==> src/rtl/pipe_stage_buf.sv <==
// rtl/pipe_stage_buf.sv - elastic valid/ready pipeline stage register with flush, stall and optional skid entry
//
// Purpose:
//   One instance sits on each core pipeline boundary (ID/EX, EX/MEM, MEM/WB).
//   The payload is an opaque DATA_W-bit vector under a valid/ready handshake.
//   Storage is a main register M, which drives out_data. With the skid
//   option there is also a second register S, which absorbs one extra
//   payload so that in_ready can be taken from registered state only.
//
// Configuration macro:
//   PIPE_SKID_EN  defined   -> 2-entry stage (M + S), in_ready has no path from out_ready
//                 undefined -> 1-entry stage (M only), in_ready = rst & !stall & (!M.valid | out_ready)
//
// Parameters:
//   DATA_W    payload width in bits (>= 1)
//   RST_DATA  value of out_data after reset and after flush
//
// Ports:
//   clk        in   rising-edge clock
//   rst        in   synchronous reset, active low
//   flush      in   discard held and incoming payloads this cycle
//   stall      in   freeze the stage, no transfer on either side
//   in_valid   in   upstream payload valid
//   in_data    in   upstream payload [DATA_W-1:0]
//   in_ready   out  stage can accept
//   out_valid  out  payload presented downstream
//   out_data   out  downstream payload [DATA_W-1:0] (always M.data)
//   out_ready  in   downstream accepts
//   count      out  occupancy [1:0], 0..2 (0..1 without skid)

module pipe_stage_buf #(
    parameter int                 DATA_W   = 32,
    parameter logic [DATA_W-1:0]  RST_DATA = '0
) (
    input  logic              clk,
    input  logic              rst,
    input  logic              flush,
    input  logic              stall,
    input  logic              in_valid,
    input  logic [DATA_W-1:0] in_data,
    output logic              in_ready,
    output logic              out_valid,
    output logic [DATA_W-1:0] out_data,
    input  logic              out_ready,
    output logic [1:0]        count
);

    // Main register: the entry presented downstream.
    logic              m_valid_q;
    logic              m_valid_d;
    logic [DATA_W-1:0] m_data_q;
    logic [DATA_W-1:0] m_data_d;

    // Handshake events for this cycle.
    logic              in_xfer;
    logic              out_xfer;

    assign out_valid = m_valid_q & ~stall;
    assign out_data  = m_data_q;
    assign in_xfer   = in_valid & in_ready;
    assign out_xfer  = out_valid & out_ready;

`ifdef PIPE_SKID_EN

    // Skid register: holds the payload accepted while M was full and not
    // draining. Its valid bit is what deasserts in_ready, so backpressure
    // reaches upstream one cycle late and costs no bubble.
    logic              s_valid_q;
    logic              s_valid_d;
    logic [DATA_W-1:0] s_data_q;
    logic [DATA_W-1:0] s_data_d;

    // Registered state only: out_ready does not reach in_ready.
    assign in_ready = rst & ~stall & ~s_valid_q;
    assign count    = {1'b0, m_valid_q} + {1'b0, s_valid_q};

    always_comb begin
        m_valid_d = m_valid_q;
        m_data_d  = m_data_q;
        s_valid_d = s_valid_q;
        s_data_d  = s_data_q;

        if (flush) begin
            // Held entries and any payload offered this cycle are dropped.
            m_valid_d = 1'b0;
            m_data_d  = RST_DATA;
            s_valid_d = 1'b0;
            s_data_d  = RST_DATA;
        end else if (!stall) begin
            if (out_xfer && s_valid_q) begin
                // S is the older payload; it refills M. in_ready is low
                // whenever S is valid, so no input transfer competes here.
                m_data_d  = s_data_q;
                s_valid_d = 1'b0;
            end else if (in_xfer && (!m_valid_q || out_xfer)) begin
                // M empty, or M leaving this edge: new payload goes straight to M.
                m_data_d  = in_data;
                m_valid_d = 1'b1;
            end else if (in_xfer && m_valid_q && !out_xfer) begin
                // M held downstream: park the payload in S.
                s_data_d  = in_data;
                s_valid_d = 1'b1;
            end else if (out_xfer) begin
                // Last entry left with nothing behind it; M.data is kept
                // as a don't-care.
                m_valid_d = 1'b0;
            end
        end
    end

    always_ff @(posedge clk) begin
        if (!rst) begin
            m_valid_q <= 1'b0;
            m_data_q  <= RST_DATA;
            s_valid_q <= 1'b0;
            s_data_q  <= RST_DATA;
        end else begin
            m_valid_q <= m_valid_d;
            m_data_q  <= m_data_d;
            s_valid_q <= s_valid_d;
            s_data_q  <= s_data_d;
        end
    end

`else

    // Single entry: the stage can accept when empty or when M drains on
    // this same edge, which makes in_ready combinational in out_ready.
    assign in_ready = rst & ~stall & (~m_valid_q | out_ready);
    assign count    = {1'b0, m_valid_q};

    always_comb begin
        m_valid_d = m_valid_q;
        m_data_d  = m_data_q;

        if (flush) begin
            m_valid_d = 1'b0;
            m_data_d  = RST_DATA;
        end else if (!stall) begin
            if (in_xfer) begin
                // Covers both the empty case and the replace-while-draining case.
                m_data_d  = in_data;
                m_valid_d = 1'b1;
            end else if (out_xfer) begin
                m_valid_d = 1'b0;
            end
        end
    end

    always_ff @(posedge clk) begin
        if (!rst) begin
            m_valid_q <= 1'b0;
            m_data_q  <= RST_DATA;
        end else begin
            m_valid_q <= m_valid_d;
            m_data_q  <= m_data_d;
        end
    end

`endif

endmodule
==> config.mk <==
export PLATFORM = sky130hd
export DESIGN_NAME = pipe_stage_buf
export DESIGN_NICKNAME = d
export VERILOG_FILES = /design/src/rtl/pipe_stage_buf.sv
export SDC_FILE = /design/constraint.sdc
export NUM_CORES = 1
export LEC_CHECK = 0
export BUFFER_PORTS_ARGS = -buffer_cell sky130_fd_sc_hd__buf_2
export CELL_PAD_IN_SITES_DETAIL_PLACEMENT = 0
export CELL_PAD_IN_SITES_GLOBAL_PLACEMENT = 1
export CORE_ASPECT_RATIO = 1.2
export CORE_MARGIN = 2
export CORE_UTILIZATION = 31
export DETAILED_ROUTE_END_ITERATION = 16
export PLACE_DENSITY = 0.79
export SLEW_MARGIN = 20
export SYNTH_ARGS = -nofsm -noshare
export SYNTH_HDL_FRONTEND = slang
export SYNTH_SLANG_ARGS = --single-unit
==> constraint.sdc <==
create_clock -name clk -period 1.8 [get_ports clk]
set_clock_uncertainty 0.05 [all_clocks]
set_input_delay 0.18 -clock clk [delete_from_list [all_inputs] [get_ports clk]]
set_output_delay 0.18 -clock clk [all_outputs]
set_load 0.01 [all_outputs]
After elaboration in Yosys (flattened, before gate mapping) --
Cells that the tools add are included.
Word-level totals: memories kept 0, bits of input ports 38, bits in latches 0, register bits after elaboration 33, memory bits (read-only) 0, memory bits (writable) 0
Cells by class: $add $sub $neg 0, equal/unequal tests 0, divide/modulo/power cells 0, multiplexer cells 2, $lt $le $gt $ge 0, $mul 0, bitwise gates (word level) 9, reductions and logical operators 4, shift operators 0
Operators by type and width (number):
- 1-bit AND | 5
- 2-bit AND reduction | 2
- 1-bit NOT | 3
- 1-bit two-way mux | 2
- 2-bit nonzero test | 1
- 2-bit OR reduction | 1
- 1-bit OR | 1

Depth between registers and ports, before layout --
word-level depth 6, gate-level depth with buffers 5, mapped depth without buffers 3

Least setup slack after synthesis --
No wires, ideal clock.
path kind reg-to-reg, start register m_valid_q, end register m_data_q[10], in the netlist out_data[10], setup slack 0.439 ns, arrival 1.192 ns, cell stages (with the launch flop) 6, library setup time 0.119 ns, data required time 1.631 ns, path through dfxtp_1 -> nor2b_4 -> or3b_1 -> buf_6 -> buf_8 -> mux2i_1
Between the ends: cells in the longest elaborated chain, start to end 5
RTL lines:
- start: declaration | line 49 | logic m_valid_q;
- start signal: assignment | line 155 | m_valid_q <= m_valid_d;
- 1-bit NOT | line 129 | assign in_ready = rst & ~stall & (~m_valid_q | out_ready);
- 1-bit OR | line 129
- 1-bit AND | line 129
- 1-bit AND | line 60 | assign in_xfer = in_valid & in_ready;
- 2-bit AND reduction (no line)
- end signal: assignment | line 156 | m_data_q <= m_data_d;
- end: declaration | line 51 | logic [DATA_W-1:0] m_data_q;
No other way between the ends. A chain may end at the register's enable or synchronous reset.

Final worst setup path --
start register m_valid_q, end register m_data_q[5], in the netlist out_data[5]
The elaborated chain is that of the path after synthesis.

==> impl_metrics.csv <==
group,metric,value,unit
outcome,status,"complete, no violations",
pwr,powerDensity,756,nW/um^2
global_routing,antenna_found_initial,0,
flow_run,drv_cap,0,
sta,slew_violations,0,
floorplan,fp.coreArea,4290,um^2
floorplan,rows,26,
sta,grt_setup_unrepaired,"no",
synthesis,synth-edff-count,0,
drt,routed_wirelength,2770,um
sta,fin_crit,1.48,ns
floorplan,initial_core_util,32.5,%
clock_tree,post_cts_buffers,0,
synthesis,synth-seq-cells,33,
min_path,hold_path_class,"input port to flip-flop",
placement,placed_area,1760,um^2
drt,vias_per_cell,4.17,
clock_tree,cts_sinks,33,
clock_tree,clk_pin_slew_worst_paths,0.06,ns
floorplan,die_y,77.5,um
clock_tree,cts_root_buf,"clkbuf_8",
synthesis,synth_cell_type_count,20,
global_routing,grt_max_degree,35,
worst_setup_path,critPathLaunchType,"flip-flop",
clock_tree,clock_latency,0.27,ns
drt,vias,1159,
placement,port_buffers,72,
drt,drtAntennaViolNets,0,
synthesis,yosysMostFrequentCell,"nand2_1",
synthesis,synth_top_area_share,47.3,%
placement,place_inst,270,
clock_tree,cts_htree_levels,2,
synthesis,syn_area,1400,um^2
pwr,total_power,1.39,mW
synthesis,yosysSeqAreaShare,47.3,%
worst_setup_path,critPathMaxFanout,33,
cells_and_area,nets,259,
cells_and_area,drive_gt1_share,37.4,%
cells_and_area,fin_cells,278,
synthesis,yosysTopAreaCell,"dfxtp_1",
worst_setup_path,arrival,1.59,ns
sta,hold_violations,0,
global_routing,grt_pass1_vias,1020,
pwr,irDropWorstVdd,0.386,mV
synthesis,synthFlopType,"dfxtp_1",
clock_tree,cts_tree,"done",
sta,finalSetupViolations,0,
global_routing,grt_use_total,11.3,%
clock_tree,cts_hold_buffers,0,
cells_and_area,synthToLayoutAreaGrowth,31.8,%
drt,first_iter_violations,38,
global_routing,grt-ovfl-total,0,
placement,hpwlAfterDp,2020,um
worst_setup_path,critPathKind,"flip-flop to flip-flop",
synthesis,async_flop_share,0,%
worst_setup_path,critPathRequiredTime,1.90,ns
sta,fmax,0.674,GHz
drt,dr.pass1.iters,4,
clock_tree,clk_path_buf_depth,2,
synthesis,synth_warnings,0,
global_routing,grt_pass1_wl,4470,um
floorplan,fp.dieW,65.3,um
drt,drc_errors,0,
clock_tree,numCtsBuffers,5,
synthesis,synth_nets,190,
placement,place_congestion,0.698,
pwr,p_leak,1.04,nW
sta,layout_worst_path_cycle_share,82.5,%
worst_setup_path,crit_path_end_kind,"flip-flop",
synthesis,synth.avg_cell_area,9.19,um^2
cells_and_area,antenna_cells,0,
synthesis,synthTopCellsByCount,"nand2_1, dfxtp_1, mux2i_1, clkbuf_1",
cells_and_area,stdcell_area,1840,um^2
clock_tree,ctsResizeCount,0,
floorplan,io-pin-count,74,
sta,setup-tns-final,0,ns
floorplan,dieArea,5060,um^2
drt,avgRoutedWirePerCell,9.95,um
synthesis,ys_top_cells_by_area,"dfxtp_1, mux2i_1, nand2_1, buf_12, buf_4",
synthesis,synthCells,152,
==> per-layer routing <==
metal	up-vias	share of wire, %	GRT usage (%)
met2	40	46	18.0
met5	-	0	0
met1	503	45	13.3
li1	614	-	-
met3	2	7.6	4.93
met4	0	0.80	4.38
==> final cells by class <==
class | instances | area [um^2]
clock buffer | 8 | 80.1
timing repair buffer | 75 | 395
multi-input combinational | 105 | 631
fill | 448 | 2450
inverter | 1 | 3.75
sequential | 33 | 661
tap | 56 | 70.1
==> metrics by stage <==
stage	utilization [%]	worst slack [ns]	hold WS (ns)
floorplan	-	0.439	0.269
detailed placement	41.0	0.326	0.377
finish	42.9	0.316	0.0945
global placement	41.0	0.354	0.377
global route	42.9	0.258	0.0826
CTS	42.9	0.310	0.0820
==> critical path: stages, from the launching register on <==
cell     delay, ns
dfxtp_1       0.33
nor2b_4       0.13
or3b_2        0.49
buf_12        0.21
mux2i_1       0.14
==> placed cells by master, fill, tap and decap left out <==
cell type / n
inv_1: 1
dfxtp_1: 33
or3b_2: 1
o21ai_0: 1
buf_12: 1
buf_4: 2
conb_1: 1
buf_2: 72
clkbuf_8: 5
nand2b_1: 1
a21boi_1: 1
nor2b_4: 2
clkbuf_1: 3
nor2_1: 1
nand2_1: 64
mux2i_1: 32
and2b_1: 1
==> state kept, by name, indices dropped and copies added (netlist names) <==
register	cells
out_data	32
m_valid_q	1
==> kinds of logic after synthesis <==
group	Yosys count	synth area share [%]
simple gates	70	20.5
flops	33	47.3
mux	32	22.9
buf+inv	14	8.06
compound gates	2	0.896
other cells	1	0.269
==> where the power goes <==
part           internal, mW  switching (mW)
Combinational        0.0675          0.0679
Clock                 0.274           0.235
Sequential            0.741         0.00510
==> final timing paths <==
| path | start | end | slack (ns) | cells past startpoint |
|---|---|---|---|---|
| max | m_valid_q | out_data[5] | 0.32 | 4 |
| min | in_data[3] | out_data[3] | 0.09 | 3 |
| max reg2reg | m_valid_q | out_data[5] | 0.32 | 4 |
| min reg2reg | out_data[17] | out_data[17] | 0.41 | 2 |
Note: power is estimated with default switching activity, not from simulation.
